<file path="config.mk">
export PLATFORM = sky130hd
export DESIGN_NAME = alarm_bank
export DESIGN_NICKNAME = d
export VERILOG_FILES = /design/src/rtl/alarm_bank.sv
export SDC_FILE = /design/constraint.sdc
export NUM_CORES = 1
export LEC_CHECK = 0
export CORE_MARGIN = 8
export CORE_UTILIZATION = 31
export DETAILED_ROUTE_END_ITERATION = 10
export SLEW_MARGIN = 20
export SYNTH_ARGS = -nofsm -noshare
export SYNTH_HDL_FRONTEND = slang
export SYNTH_SLANG_ARGS = --single-unit
</file>
<file path="constraint.sdc">
create_clock -name clk -period 6.9 [get_ports clk]
set_input_delay 1.38 -clock clk [delete_from_list [all_inputs] [get_ports clk]]
set_output_delay 1.38 -clock clk [all_outputs]
set_load 0.005 [all_outputs]
</file>
<file path="src/rtl/alarm_bank.sv">
// alarm_bank: multi-slot hour/minute alarm engine with ring/snooze/timeout FSM.
// Drives the buzzer pattern and keeps sticky per-slot missed flags.
module alarm_bank #(
    parameter int NUM_ALARMS       = 4,
    parameter int SLOT_BITS        = 2,
    parameter int SNOOZE_SEC       = 540,
    parameter int RING_TIMEOUT_SEC = 300,
    parameter int MAX_SNOOZE       = 3
) (
    input  logic                               clk,
    input  logic                               rst,
    input  logic                               sec_tick,
    input  logic                               min_tick,
    input  logic [4:0]                         time_hour,
    input  logic [5:0]                         time_min,
    input  logic                               wr_en,
    input  logic [SLOT_BITS-1:0]               wr_slot,
    input  logic [4:0]                         wr_hour,
    input  logic [5:0]                         wr_min,
    input  logic                               wr_enable,
    output logic                               wr_err,
    input  logic [SLOT_BITS-1:0]               rd_slot,
    output logic [4:0]                         rd_hour,
    output logic [5:0]                         rd_min,
    output logic                               rd_enable,
    input  logic                               snooze,
    input  logic                               dismiss,
    input  logic                               clr_missed,
    output logic                               ringing,
    output logic                               snoozed,
    output logic [SLOT_BITS-1:0]               active_slot,
    output logic                               buzzer,
    output logic [$clog2(MAX_SNOOZE+1)-1:0]    snoozes_left,
    output logic [NUM_ALARMS-1:0]              missed
);
    localparam int LW = $clog2(MAX_SNOOZE + 1);
    localparam int TW = $clog2(SNOOZE_SEC > RING_TIMEOUT_SEC ? SNOOZE_SEC : RING_TIMEOUT_SEC) + 1;

    typedef enum logic [1:0] {IDLE, RINGING, SNOOZED} stateT;

    stateT                 state, stateNext;
    logic [4:0]            slotHour [NUM_ALARMS];
    logic [5:0]            slotMin  [NUM_ALARMS];
    logic [NUM_ALARMS-1:0] slotEn;
    logic [TW-1:0]         timer, timerNext;
    logic [SLOT_BITS-1:0]  slotNext, winner, owner;
    logic [LW-1:0]         leftNext;
    logic                  buzzNext, expire, cancel, wrValid, anyMatch, rdOk;
    logic [NUM_ALARMS-1:0] match, setBits;

    assign wrValid = wr_en && wr_hour <= 5'd23 && wr_min <= 6'd59 && int'(wr_slot) < NUM_ALARMS;
    assign rdOk    = int'(rd_slot) < NUM_ALARMS;
    // Disabling the slot that owns the event silently ends it; retiming it does not.
    assign cancel  = wrValid && !wr_enable && wr_slot == active_slot && state != IDLE;

    always_comb begin
        match  = '0;
        winner = '0;
        for (int i = 0; i < NUM_ALARMS; i++)
            match[i] = min_tick && slotEn[i] && slotHour[i] == time_hour && slotMin[i] == time_min;
        for (int i = NUM_ALARMS - 1; i >= 0; i--)
            if (match[i]) winner = SLOT_BITS'(i);
        anyMatch = |match;
    end

    always_comb begin
        stateNext = state;
        timerNext = timer;
        slotNext  = active_slot;
        leftNext  = snoozes_left;
        buzzNext  = buzzer;
        expire    = 1'b0;
        case (state)
            IDLE: if (anyMatch) begin
                stateNext = RINGING;
                slotNext  = winner;
                leftNext  = LW'(MAX_SNOOZE);
                timerNext = TW'(RING_TIMEOUT_SEC);
                buzzNext  = 1'b1;
            end
            RINGING: if (dismiss || cancel) begin
                stateNext = IDLE;
                buzzNext  = 1'b0;
            end else if (snooze && snoozes_left != '0) begin
                stateNext = SNOOZED;
                leftNext  = snoozes_left - 1'b1;
                timerNext = TW'(SNOOZE_SEC);
                buzzNext  = 1'b0;
            end else if (sec_tick) begin
                stateNext = timer <= TW'(1) ? IDLE : RINGING;
                expire    = timer <= TW'(1);
                timerNext = timer == '0 ? '0 : timer - 1'b1;
                buzzNext  = timer <= TW'(1) ? 1'b0 : ~buzzer;
            end
            SNOOZED: if (dismiss || cancel) begin
                stateNext = IDLE;
            end else if (sec_tick) begin
                stateNext = timer <= TW'(1) ? RINGING : SNOOZED;
                timerNext = timer <= TW'(1) ? TW'(RING_TIMEOUT_SEC) : timer - 1'b1;
                buzzNext  = timer <= TW'(1);
            end
            default: stateNext = IDLE;
        endcase
        owner   = state == IDLE ? winner : active_slot;
        setBits = (match & ~(NUM_ALARMS'(1) << owner)) | (NUM_ALARMS'(expire) << active_slot);
    end

    always_ff @(posedge clk) begin
        if (rst) begin
            state        <= IDLE;
            timer        <= '0;
            active_slot  <= '0;
            snoozes_left <= LW'(MAX_SNOOZE);
            buzzer       <= 1'b0;
            missed       <= '0;
        end else begin
            state        <= stateNext;
            timer        <= timerNext;
            active_slot  <= slotNext;
            snoozes_left <= leftNext;
            buzzer       <= buzzNext;
            missed       <= (clr_missed ? '0 : missed) | setBits;
        end
    end

    always_comb begin
        ringing = state == RINGING;
        snoozed = state == SNOOZED;
    end

    always_ff @(posedge clk) begin
        if (rst) begin
            for (int i = 0; i < NUM_ALARMS; i++) begin
                slotHour[i] <= '0;
                slotMin[i]  <= '0;
            end
            slotEn    <= '0;
            wr_err    <= 1'b0;
            rd_hour   <= '0;
            rd_min    <= '0;
            rd_enable <= 1'b0;
        end else begin
            if (wrValid) begin
                slotHour[wr_slot] <= wr_hour;
                slotMin[wr_slot]  <= wr_min;
                slotEn[wr_slot]   <= wr_enable;
            end
            wr_err    <= wr_en && !wrValid;
            rd_hour   <= rdOk ? slotHour[rd_slot] : '0;
            rd_min    <= rdOk ? slotMin[rd_slot] : '0;
            rd_enable <= rdOk ? slotEn[rd_slot] : 1'b0;
        end
    end
endmodule

</file>
After elaboration in Yosys (flattened, before gate mapping)
Memory sizes are Yosys's and may differ from the RTL's. A register that Yosys moved wholly into a read port is not among the register bits.
Cells that the tools add are included.
Storage, ports and cells
  register bits after elaboration: 28
  memory bits (writable): 44
  input port bits: 35
  output and inout bits: 24
  word-level logic and storage cells: 138
  memories kept: 2
Memory list
  slotMin: depth 4, width 6, read ports 5, clocked after memory_dff 1, write ports 4, line 43  | logic [5:0] slotMin [NUM_ALARMS];
  slotHour: depth 4, width 5, read ports 5, clocked after memory_dff 1, write ports 4, line 42  | logic [4:0] slotHour [NUM_ALARMS];
Cells by class
  add/sub/neg operators: 2
  magnitude comparators: 6
  equality and inequality tests: 19
  shift operators: 2
  mux-type cells: 56
  bitwise gates (word level): 5
  reductions and logical operators: 37
Operators by type and width (number)
  11-bit 2-to-1 mux: 8
  2-bit 2-to-1 mux: 17
  11-bit one-hot mux with 3 select lines: 1
  6-bit == test: 4
  1-bit 2-to-1 mux: 21
  5-bit == test: 4
  1-bit logical AND: 20
  11-bit by 1-bit <= comparator with 1-bit output (second input constant): 1
  11-bit logical NOT: 1
  11-bit by 1-bit subtractor with 11-bit output (second input constant): 1
  2-bit != test (second input constant): 4
  4-bit bitwise OR: 2
  6-bit <= comparator (second input constant): 1
  2-bit by 3-bit less-than comparator with 1-bit output (second input constant): 2
  6-bit 2-to-1 mux: 1
  3-bit by 2-bit != test with 1-bit output (second input constant): 2
  2-bit one-hot mux with 3 select lines: 1
  6-bit AND reduction: 1
  2-bit nonzero test: 3
  6-bit OR reduction: 1
  5-bit <= comparator (second input constant): 1
  5-bit 2-to-1 mux: 1
  5-bit AND reduction: 1
  5-bit OR reduction: 1
  other kinds (26): 27

Longest topological paths before layout
Gate-level depths: netlist of run 1.
An unclocked memory read counts as a cell.
  word-level depth: 14
  mapped depth: 10
  mapped depth without buffers: 8

Least setup slack after synthesis of run 1
No wires, ideal clock.
  path type: input to register
  from: in wr_min[5]
  to: reg timer[8]
  setup time: 0.117 ns
  arrival time: 2.974 ns
  setup slack: 3.809 ns
  cell stages on the path: 8
  cells stage by stage: nand4_1 and3_1 clkbuf_1 a31o_2 or2_2 clkbuf_1 or3_1 a32o_1
Between the ends
  longest elaborated chain between the ends: 8
  elaborated cells on any way between the ends: 9
  classes of those cells: order compare: 1; eq/ne: 2; reduce/logical: 6
RTL lines
  start: declaration: line 19  | input logic [5:0] wr_min,
  6-bit <= comparator (*): line 51  | assign wrValid = wr_en && wr_hour <= 5'd23 && wr_min <= 6'd59 && int'(wr_slot) < NUM_ALARMS;
  1-bit logical AND (*): line 51
  1-bit logical AND (*) (3 in series): line 54  | assign cancel = wrValid && !wr_enable && wr_slot == active_slot && state != IDLE;
  1-bit logical OR (*): line 81, 95
  2-bit != test (no line)
  6-bit AND reduction (no line) (*)
  end signal: assignment: line 118  | timer <= timerNext;
  end: declaration: line 45  | logic [TW-1:0] timer, timerNext;
Every way passes the cells marked *; elsewhere a longest branch is shown, timed or not.
A chain may end at the register's enable or synchronous reset.

Worst setup path after layout of run 1
  from: in time_min[1]
  to: reg buzzer
Between the ends
  longest elaborated chain between the ends: 5
  elaborated cells on any way between the ends: 11
  classes of those cells: eq/ne: 5; reduce/logical: 6
RTL lines
  start: declaration: line 15  | input logic [5:0] time_min,
  6-bit == test: line 60  | match[i] = min_tick && slotEn[i] && slotHour[i] == time_hour && slotMin[i] == time_min;
  1-bit logical AND: line 60
  4-bit OR reduction (*): line 63  | anyMatch = |match;
  2-bit != test (no line) (*)
  5-bit AND reduction (no line) (*)
  end signal: assignment: line 121  | buzzer <= buzzNext;
  end: declaration: line 32  | output logic buzzer,
Marked as above.

==> impl_summary.log, run 1 <==
INFO  metric synth_area = approximately 4600 µm²
INFO  metric highest_layer = met4
INFO  metric finalHoldViolations = 0
INFO  metric start_kind = primary input
INFO  metric design_power_total = 1.38 mW
INFO  metric htree_num_levels = 3
INFO  metric synth_fp_nets = 500
INFO  metric syn_avg_cell_area = around 10 µm²
INFO  metric ant_nets = 0
INFO  metric die_area = approximately 19000 µm²
INFO  metric largest_net_degree_at_the_start_of_global_routing = 29
INFO  metric cts_repair_resize_count = 0
INFO  metric via_count_of_the_first_global_routing_pass = 3816
INFO  metric drcViolationCount = 0
INFO  metric tritoncts = yes
INFO  metric max_slew.worst_pin.slew = 1010 ps
INFO  metric route.vias.total = 3805
INFO  metric timing.critical_path.arrival = around 4000 ps
INFO  metric post_cts_hold_buffer_count = 0
INFO  metric detailedRoute.firstIterationViolations = between 300 and 400
INFO  metric met3_length = 1040 µm
INFO  metric clock_latency = about 350 ps
INFO  metric placeableCoreArea = 14500 µm²
INFO  metric yosys_warnings = 0
INFO  metric dpl.hpwl = 10500 µm
INFO  metric timing.fmax = 260 MHz
INFO  metric wire_length_of_the_first_global_routing_pass = around 22000 µm
INFO  metric dr_vias_cell = between 5 and 6
INFO  metric max_cap_violations = 0
INFO  metric final_util = 0.389
INFO  metric worst_setup_hold_path_clk_slew = 60 ps
INFO  metric num-nets-final = 550
INFO  metric grt_antenna_before_repair = 0
INFO  metric sequential_to_total_area_share_from_yosys_stat = 0.456
INFO  metric grt.overflow.total = 0
INFO  metric tritoncts.num_buffers = 9
INFO  metric fin_tns_setup = 0 ps
INFO  metric port-buffer-count = 58
INFO  metric layout-area-overhead-vs-synth = 22.6%
INFO  metric route.met2.wl = 6290 µm
INFO  metric ctsLongestPathBuffers = 2
INFO  metric dieHeight = 138 µm
INFO  metric setup.worst_path.end_class = flop
INFO  metric syn-instance-count = 457
INFO  metric ys_dominant_reg_cell = edfxtp_1
INFO  metric final_setup_violation_count = 0
INFO  metric insertedDiodeCount = 0
INFO  metric layout-drive-gt1-share = 0.0820
INFO  metric gp_congestion = approximately 0.93
INFO  metric fill_cells = 1435
INFO  metric finalClockSkew = 9.33 ps
INFO  metric status = finished clean
INFO  metric design.portCount = 59
INFO  metric netlist.top_cell.by_area = edfxtp_1
INFO  metric rsz0062_at_grt = no
INFO  metric type_of_the_tightest_min_delay_check = flop to flop
INFO  metric global_route.usage.total = 0.144
INFO  metric drt_pass1_iterations = 5
INFO  metric type_of_the_worst_setup_path = primary input to flop
INFO  metric timing.hold.ws = roughly 480 ps
INFO  metric area_share_of_the_largest_cell_type_after_synthesis = 0.286
INFO  metric peak_fanout_along_the_critical_path = 15
INFO  metric die-width = 138 µm
INFO  metric synth_top_cells_by_area = edfxtp_1, dfxtp_1, xor2_1
INFO  metric yosys_register_bits = 83
INFO  metric finalMaxSlewViolations = 0
INFO  metric clk_root_buffer_cell = clkbuf_16
INFO  metric synth_enable_flop_cells = 44
INFO  metric detail_route.wirelength = 13900 µm
INFO  metric static-leakage-power = 2.13 nW
INFO  metric initial_core_util = 0.317
INFO  metric detail_route.wirelength.met1 = roughly 6100 µm
INFO  metric post-place-cells = 680
INFO  metric timing.slew.headroom = 0.327
INFO  metric number_of_sinks_on_the_clock_net = 83
INFO  metric post_synth_num_cell_types = 56
INFO  metric pwr_density_cell = ~240 nW/µm²
INFO  metric cts_setup_buffers = 0
INFO  metric layout_worst_path_cycle_share = 0.558
INFO  metric crit_required = 7140 ps
INFO  metric synth_async_sr_flop_share = 0
INFO  metric final_cell_count_no_fill = 696
INFO  metric post-route-min-period = 3850 ps
INFO  metric placementRows = 44
INFO  metric ir_worst_vdd = roughly 0.15 mV
INFO  metric routedWlPerCell = 20.0 µm
==> worst max-delay path, stage by stage <==
cell	delay (ps)
clkdlybuf4s50_1	600
xor2_1	270
nor4_2	100
a31oi_1	390
nand4b_1	670
nand3_1	320
mux2_2	350
==> area by class of cell <==
class	count	area, µm²	share of cell area
clock inverters	7	82.6	0.0146
clock buffers	9	225	0.0398
flip-flops and latches	83	2100	0.371
repair buffers	59	588	0.104
well taps	184	230	0.0407
inverters	26	97.6	0.0172
multi-input cells	328	2330	0.412
==> worst paths after layout <==
path / startpoint / end / slack, ps / depth (start not counted)
max: time_min[1] / buzzer / 3050 / 7
min: timer[10] / timer[10] / 480 / 2
max reg2reg: state[0] / buzzer / 4040 / 7
min reg2reg: timer[10] / timer[10] / 480 / 2
==> per-layer routing <==
metal | vias to the layer above | track usage
met4 | 0 | 0.0658
met2 | 189 | 0.222
met1 | 1812 | 0.183
met3 | 33 | 0.0390
met5 | - | 0
li1 | 1771 | -
==> registers in the layout, indices dropped and copies added, names as in the netlist <==
name and count:
active_slot 2, buzzer 1, missed 4, rd_enable 1
rd_hour 5, rd_min 6, slotEn 4, slotHour 20
slotMin 24, snoozes_left 2, state 2, timer 11
wr_err 1
==> cell usage after synthesis, types with 3 or more instances <==
master / count
nor2_1: 49
xor2_1: 46
edfxtp_1: 44
dfxtp_1: 39
nand2_1: 31
inv_1: 25
and2_1: 22
nor4_1: 20
a21oi_1: 18
clkbuf_1: 13
nand3_1: 13
mux4_2: 12
o21ai_0: 10
a31oi_1: 9
ha_1: 8
nand4_1: 6
and3_1: 5
nor3_1: 5
o31ai_1: 5
a21o_1: 4
buf_2: 4
nand4b_1: 4
nor4_2: 4
a211o_1: 3
a211oi_1: 3
a32o_1: 3
a41o_1: 3
mux2i_1: 3
nand2b_1: 3
nand3b_1: 3
or2_2: 3
or3_1: 3
==> report_power, final <==
part	internal [mW]	switching (mW)	leakage (nW)	total [mW]
registers	0.555	0.0275	0.746	0.583
logic	0.117	0.173	1.24	0.290
clock network	0.286	0.217	0.151	0.504
==> layout by cell type, fill, tap and decap left out, types with 3 or more instances in the layout <==
cell type	netlist	layout
clkdlybuf4s50_1	0	58
nor2_1	49	49
xor2_1	46	46
edfxtp_1	44	44
dfxtp_1	39	39
nand2_1	31	31
inv_1	25	25
and2_1	22	22
nor4_1	20	20
a21oi_1	18	18
nand3_1	13	13
mux4_2	12	12
o21ai_0	10	10
a31oi_1	9	9
clkbuf_16	0	9
ha_1	8	8
nand4_1	6	6
and3_1	5	5
nor3_1	5	5
o31ai_1	5	5
nor4_2	4	4
nand4b_1	4	4
a21o_1	4	4
nand3b_1	3	3
or3_1	3	3
nand2b_1	3	3
a211o_1	3	3
a41o_1	3	3
or2_2	3	3
mux2i_1	3	3
a32o_1	3	3
a211oi_1	3	3
clkinv_4	0	3
inv_6	0	3
==> kinds of logic (layout without fill, tap and decap cells) <==
| group | after synthesis | in the layout | share of synthesized area |
|---|---|---|---|
| and+or+nand+nor | 186 | 186 | 0.219 |
| DFF | 83 | 83 | 0.456 |
| AOI/OAI and AO/OA | 71 | 71 | 0.107 |
| xor gates and xnor gates | 47 | 47 | 0.0892 |
| buffers and inverters | 46 | 101 | 0.0401 |
| muxes | 16 | 16 | 0.0675 |
| adders and majority gates | 8 | 8 | 0.0217 |
==> metrics by stage <==
stage | cell area [µm²] | setup WS [ps]
3_3_place_gp | 5350 | 2730
5_1_grt | 5660 | 2900
6_report | 5660 | 3050
4_1_cts | 5660 | 3060
3_5_place_dp | 5350 | 2700
2_1_floorplan | 4610 | 3810
(Power assumes the default switching activity.)
==> run 2: changes to the inputs <==
==> constraint.sdc (replaced) <==
create_clock -name clk -period 3.8 [get_ports clk]
set_input_delay 0.76 -clock clk [delete_from_list [all_inputs] [get_ports clk]]
set_output_delay 0.76 -clock clk [all_outputs]
set_load 0.005 [all_outputs]
==> impl_summary.log, run 2 (same netlist as run 1, synthesis figures left out) <==
INFO  metric worst_setup_hold_path_clk_slew = 70 ps (about the same)
INFO  metric detailedRoute.firstIterationViolations = 309 (-20%)
INFO  metric timing.slew.headroom = 0.243 (-0.0832)
INFO  metric mostFrequentLayoutCells = clkdlybuf4s50_1, nor2_1, xor2_1, edfxtp_1, dfxtp_1
INFO  metric port-buffer-count = 58 (unchanged)
INFO  metric post_cts_hold_buffer_count = 0 (unchanged)
INFO  metric largest_net_degree_at_the_start_of_global_routing = 22 (-24%)
INFO  metric via_count_of_the_first_global_routing_pass = 3821 (+0.13%)
INFO  metric dr_vias_cell = 5.41 (-0.97%)
INFO  metric clock_latency = 350 ps (about the same)
INFO  metric die_area = 19000 µm² (unchanged)
INFO  metric ant_nets = 0 (unchanged)
INFO  metric grt_antenna_before_repair = 0 (unchanged)
INFO  metric cts_setup_buffers = 0 (unchanged)
INFO  metric die-width = 138 µm (unchanged)
INFO  metric dieHeight = 138 µm (unchanged)
INFO  metric finalHoldViolations = 0 (unchanged)
INFO  metric tritoncts.num_buffers = 9 (unchanged)
INFO  metric post-route-min-period = 3010 ps
INFO  metric layout_worst_path_cycle_share = 0.791
INFO  metric pwr_density_cell = 426 nW/µm² (+75%)
INFO  metric final_common_cell = clkdlybuf4s50_1
INFO  metric highest_layer = met4
INFO  metric r2r_start = state[0]
INFO  metric drcViolationCount = 0 (unchanged)
INFO  metric top_registers = slotMin: 24 flops, slotHour: 20 flops, timer: 11 flops
INFO  metric wire_length_of_the_first_global_routing_pass = 22200 µm (+2.3%)
INFO  metric cp_cell_sequence = clkdlybuf4s50_1 -> xor2_1 -> nor4_2 -> a31oi_1 -> nand4b_1 -> buf_4 -> a211o_1 -> o41ai_1
INFO  metric worstSetupEndpoint = state[0]
INFO  metric timing.critical_path.arrival = 3270 ps (-810 ps)
INFO  metric rsz0062_at_grt = no
INFO  metric static-leakage-power = 2.15 nW (+0.94%)
INFO  metric cts_repair_resize_count = 0 (unchanged)
INFO  metric placementRows = 44 (unchanged)
INFO  metric num-nets-final = 559 (+1.6%)
INFO  metric crit_cells = 8 (+1)
INFO  metric peak_fanout_along_the_critical_path = 9 (-6)
INFO  metric global_route.usage.total = 0.146 (+0.00228)
INFO  metric critical-path-top-delay-family = buffers and inverters
INFO  metric drt_pass1_iterations = 5 (unchanged)
INFO  metric max_cap_violations = 0 (unchanged)
INFO  metric type_of_the_tightest_min_delay_check = flop to flop
INFO  metric cp-startpoint = time_min[1]
INFO  metric largest_reg_flops = 24 (unchanged)
INFO  metric number_of_sinks_on_the_clock_net = 83 (unchanged)
INFO  metric detail_route.wirelength.met1 = 6350 µm (+3.3%)
INFO  metric met3_length = 795 µm (-24%)
INFO  metric routedWlPerCell = 19.7 µm (-1.8%)
INFO  metric setup.worst_path.end_class = flop
INFO  metric route.met2.wl = 6380 µm (+1.4%)
INFO  metric type_of_the_worst_setup_path = primary input to flop
INFO  metric dpl.hpwl = 10400 µm (-0.69%)
INFO  metric fin_tns_setup = 0 ps (unchanged)
INFO  metric placeableCoreArea = 14500 µm² (unchanged)
INFO  metric insertedDiodeCount = 0 (unchanged)
INFO  metric finalMaxSlewViolations = 0 (unchanged)
INFO  metric timing.reg2reg.setup_slack = 1160 ps (-2880 ps)
INFO  metric start_kind = primary input
INFO  metric tritoncts = yes
INFO  metric crit_path_max_incr_delay = 570 ps (-100 ps)
INFO  metric final_setup_violation_count = 0 (unchanged)
INFO  metric crit_buf_inv = 2 (+1)
INFO  metric route.vias.total = 3817 (+0.32%)
INFO  metric gp_congestion = 0.896 (-3.3%)
INFO  metric detail_route.wirelength = 13900 µm (-0.49%)
INFO  metric layout-area-overhead-vs-synth = 23.3%
INFO  metric ctsLongestPathBuffers = 2 (unchanged)
INFO  metric timing.fmax = around 330 MHz
INFO  metric ir_worst_vdd = 0.197 mV (+31%)
INFO  metric grt.overflow.total = 0 (unchanged)
INFO  metric endpoint_of_the_worst_register_to_register_path = state[0]
INFO  metric initial_core_util = 0.317 (unchanged)
INFO  metric crit_required = 4060 ps (-3080 ps)
INFO  metric layout-drive-gt1-share = 0.0940 (+0.0120)
INFO  metric status = finished clean
INFO  metric max_slew.worst_pin.slew = 1130 ps (+124 ps)
INFO  metric finalClockSkew = 11.6 ps (+2.31 ps)
INFO  metric htree_num_levels = 3 (unchanged)
INFO  metric registers.top_by_ff_count = slotMin
INFO  metric timing.hold.ws = 476 ps (-4.55 ps)
INFO  metric ff2ff_path_depth = 8 (+1)
INFO  metric design.portCount = 59 (unchanged)
INFO  metric worst_path_max_delay_cell = clkdlybuf4s50_1
INFO  metric clk_root_buffer_cell = clkbuf_16
run 2: how the worst min path moves through the flow:
| stage | startpoint | endpoint | slack, ps | depth (start not counted) |
|---|---|---|---|---|
| finish | timer[10] | timer[10] | 480 | 2 |
| global route | timer[10] | timer[10] | 500 | 2 |
| CTS | timer[10] | timer[10] | 480 | 2 |
| detailed placement | timer[10] | timer[10] | 470 | 2 |
| global placement | timer[10] | timer[10] | 460 | 2 |
| floorplan | timer[10] | timer[10] | 440 | 2 |
run 2: power breakdown:
group | switching (mW) | leakage, nW | internal (mW) | total, mW
sequential | 0.0457 | 0.746 | 1.01 | 1.05
combinational | 0.317 | 1.28 | 0.219 | 0.536
clock | 0.384 | 0.130 | 0.450 | 0.834
total | 0.747 | 2.15 | 1.68 | 2.42
run 2: metal layers:
metal  vias to the layer above  global-route usage
met1                      1851               0.192
met4                         0              0.0635
met5                         -                   0
met3                        21              0.0233
li1                       1791                   -
met2                       154               0.232
run 2: cell type report:
| type | count | area, µm² |
|---|---|---|
| fillers | 1479 | 8840 |
| well taps | 184 | 230 |
| inverters | 26 | 97.6 |
| multi-input cells | 328 | 2330 |
| repair buffers | 68 | 656 |
| clock inverters | 6 | 50.0 |
| flip-flops and latches | 83 | 2100 |
| clock buffers | 10 | 229 |
run 2: metrics by stage:
step                      total power [mW]  instances  worst slack (ps)  area (µm²)  utilization
after detailed placement              1.60        689               492        5410        0.372
after global routing                  2.53        705               610        5690        0.392
after floorplan                       1.39        457              1330        4610            -
after CTS                             2.44        705               849        5690        0.392
final                                 2.42        705               793        5690        0.392
after global placement                1.60        689               545        5410        0.372
run 2: worst min-delay path: stages, from the launching register on:
cell	delay, ps
dfxtp_1	320
o31ai_1	60
a21oi_1	50
==> run 3: changes to the inputs <==
==> constraint.sdc (replaced) <==
create_clock -name clk -period 2.95 [get_ports clk]
set_input_delay 0.59 -clock clk [delete_from_list [all_inputs] [get_ports clk]]
set_output_delay 0.59 -clock clk [all_outputs]
set_load 0.005 [all_outputs]
==> impl_summary.log, run 3 (same netlist as run 1, synthesis figures left out) <==
INFO  metric clock_power_share = 0.336 (-0.008)
INFO  metric post-route-min-period = about 2700 ps
INFO  metric timing.fmax = 376 MHz
INFO  metric max_cap_violations = 0 (unchanged)
INFO  metric port-buffer-count = 58 (unchanged)
INFO  metric start_kind = primary input
INFO  metric via_count_of_the_first_global_routing_pass = 3875 (+1.4%)
INFO  metric status = finished clean
INFO  metric top_registers = slotMin: 24 flops, slotHour: 20 flops, timer: 11 flops
INFO  metric timing.critical_path.arrival = 2950 ps (-320 ps)
INFO  metric finalClockSkew = 11.9 ps (+0.291 ps)
INFO  metric power_frac_comb = 0.235 (+0.014)
INFO  metric seq_power_share = 0.429 (-0.006)
INFO  metric timing.slew.headroom = 0.254 (+0.0103)
INFO  metric routedWlPerCell = 19.8 µm (+0.54%)
INFO  metric die-width = 138 µm (unchanged)
INFO  metric tritoncts = yes
INFO  metric ant_nets = 0 (unchanged)
INFO  metric registers.top_by_ff_count = slotMin
INFO  metric sw_frac_of_total = 0.307 (-0.00144)
INFO  metric insertedDiodeCount = 0 (unchanged)
INFO  metric tritoncts.num_buffers = 9 (unchanged)
INFO  metric mostFrequentLayoutCells = clkdlybuf4s50_1, nor2_1, xor2_1, edfxtp_1, dfxtp_1
INFO  metric max_slew.worst_pin.slew = 1120 ps (-15.3 ps)
INFO  metric dieHeight = 138 µm (unchanged)
INFO  metric type_of_the_worst_setup_path = primary input to flop
INFO  metric placementRows = 44 (unchanged)
INFO  metric cts_repair_resize_count = 0 (unchanged)
INFO  metric die_area = 19000 µm² (unchanged)
INFO  metric dr_vias_cell = 5.31 (-1.9%)
INFO  metric htree_num_levels = 3 (unchanged)
INFO  metric gp_congestion = 0.893 (-0.37%)
INFO  metric number_of_sinks_on_the_clock_net = 83 (unchanged)
INFO  metric layout-drive-gt1-share = 0.125 (+0.0305)
INFO  metric global_route.usage.total = 0.147 (+0.000549)
INFO  metric route.vias.total = 3835 (+0.47%)
INFO  metric largest_net_degree_at_the_start_of_global_routing = 20 (-9.1%)
INFO  metric clk_root_buffer_cell = clkbuf_16
INFO  metric ctsLongestPathBuffers = 2 (unchanged)
INFO  metric rsz0062_at_grt = no
INFO  metric final_common_cell = clkdlybuf4s50_1
INFO  metric grt.overflow.total = 0 (unchanged)
INFO  metric post_cts_hold_buffer_count = 0 (unchanged)
INFO  metric post-place-cells = 706 (+2.5%)
INFO  metric ir_worst_vdd = 0.321 mV (+63%)
INFO  metric grt_antenna_before_repair = 0 (unchanged)
INFO  metric initial_core_util = 0.317 (unchanged)
INFO  metric design.portCount = 59 (unchanged)
INFO  metric worst_path_max_delay_cell = clkdlybuf4s50_1
INFO  metric fin_tns_setup = 0 ps (unchanged)
INFO  metric timing.hold.ws = 494 ps (+17.7 ps)
INFO  metric placeableCoreArea = 14500 µm² (unchanged)
INFO  metric crit_path_max_incr_delay = 530 ps (-40 ps)
INFO  metric wire_length_of_the_first_global_routing_pass = 22000 µm (-0.84%)
INFO  metric static-leakage-power = 2.25 nW (+4.3%)
INFO  metric layout_worst_path_cycle_share = 0.901
INFO  metric internal_power = 2.20 mW (+31%)
INFO  metric layout-area-overhead-vs-synth = 26.9%
INFO  metric cts_setup_buffers = 0 (unchanged)
INFO  metric p_sw = 0.972 mW (+30%)
INFO  metric dpl.hpwl = 10800 µm (+3.6%)
INFO  metric num-nets-final = 576 (+3.0%)
INFO  metric final_setup_violation_count = 0 (unchanged)
INFO  metric detailedRoute.firstIterationViolations = 285 (-7.8%)
INFO  metric setup.worst_path.end_class = flop
INFO  metric peak_fanout_along_the_critical_path = 6 (-3)
INFO  metric type_of_the_tightest_min_delay_check = flop to flop
INFO  metric largest_reg_flops = 24 (unchanged)
INFO  metric pwr_density_cell = 541 nW/µm² (+27%)
INFO  metric finalHoldViolations = 0 (unchanged)
INFO  metric drt_pass1_iterations = 5 (unchanged)
INFO  metric clock_latency = 350 ps (about the same)
INFO  metric final_cell_count_no_fill = 722 (+2.4%)
INFO  metric detail_route.wirelength = 14300 µm (+3.0%)
INFO  metric drcViolationCount = 0 (unchanged)
INFO  metric finalMaxSlewViolations = 0 (unchanged)
INFO  metric crit_required = 3240 ps (-820 ps)
INFO  metric worst_setup_hold_path_clk_slew = 70 ps (about the same)
INFO  metric cp_cell_sequence = clkdlybuf4s50_1 -> xor2_1 -> nor4_1 -> and3_1 -> and4b_1 -> or4_1 -> a21oi_1
## run 3: cell count changes in the layout (fill, tap and decap cells not counted), sizes merged
cell    change
buf        +17
clkbuf      -1
clkinv      +1
## run 3: power by group through the flow
stage | registers (mW) | logic (mW) | clock network (mW)
3_3_place_gp | 1.38 | 0.737 | 0
5_1_grt | 1.37 | 0.803 | 1.13
6_report | 1.36 | 0.746 | 1.06
3_5_place_dp | 1.38 | 0.732 | 0
2_1_floorplan | 1.37 | 0.425 | 0
4_1_cts | 1.36 | 0.736 | 1.10
## run 3: layout make-up
cell class                 count  area [µm²]
inverter                      26        97.6
clock buffer                   9         225
multi-input combinational    328        2330
timing repair buffer          85         821
fill                        1424        8680
sequential                    83        2100
tap                          184         230
clock inverter                 7        51.3
## run 3: metrics by stage
step	utilization	power, mW	setup WS, ps	area (µm²)
floorplan	-	1.79	517	4610
global placement	0.384	2.12	-42.8	5580
detailed placement	0.384	2.12	-75.5	5580
CTS	0.403	3.19	299	5850
global route	0.403	3.30	187	5850
finish	0.403	3.17	292	5850
## run 3: final timing paths
kind | startpoint | endpoint | slack (ps) | cells after the start
max | time_hour[2] | timer[10] | 290 | 7
min | missed[1] | missed[1] | 490 | 2
max reg2reg | state[0] | timer[8] | 380 | 8
min reg2reg | missed[1] | missed[1] | 490 | 2
## run 3: worst max-delay path, delay by kind of cell
family | cells | cell delay [ps]
buffers and inverters | 1 | 530
and+or+nand+nor | 4 | 1450
xor gates and xnor gates | 1 | 230
AOI/OAI and AO/OA | 1 | 150
## run 3: per-layer routing
metal  vias to the layer above  routed length [µm]  GRT usage  part of all wire
met5                         -                   0          0                 0
met4                         0                 181     0.0418             0.013
met3                        12                 988     0.0397             0.069
met2                       141                6590      0.232              0.46
met1                      1864                6510      0.192              0.46
li1                       1818                   -          -                 -
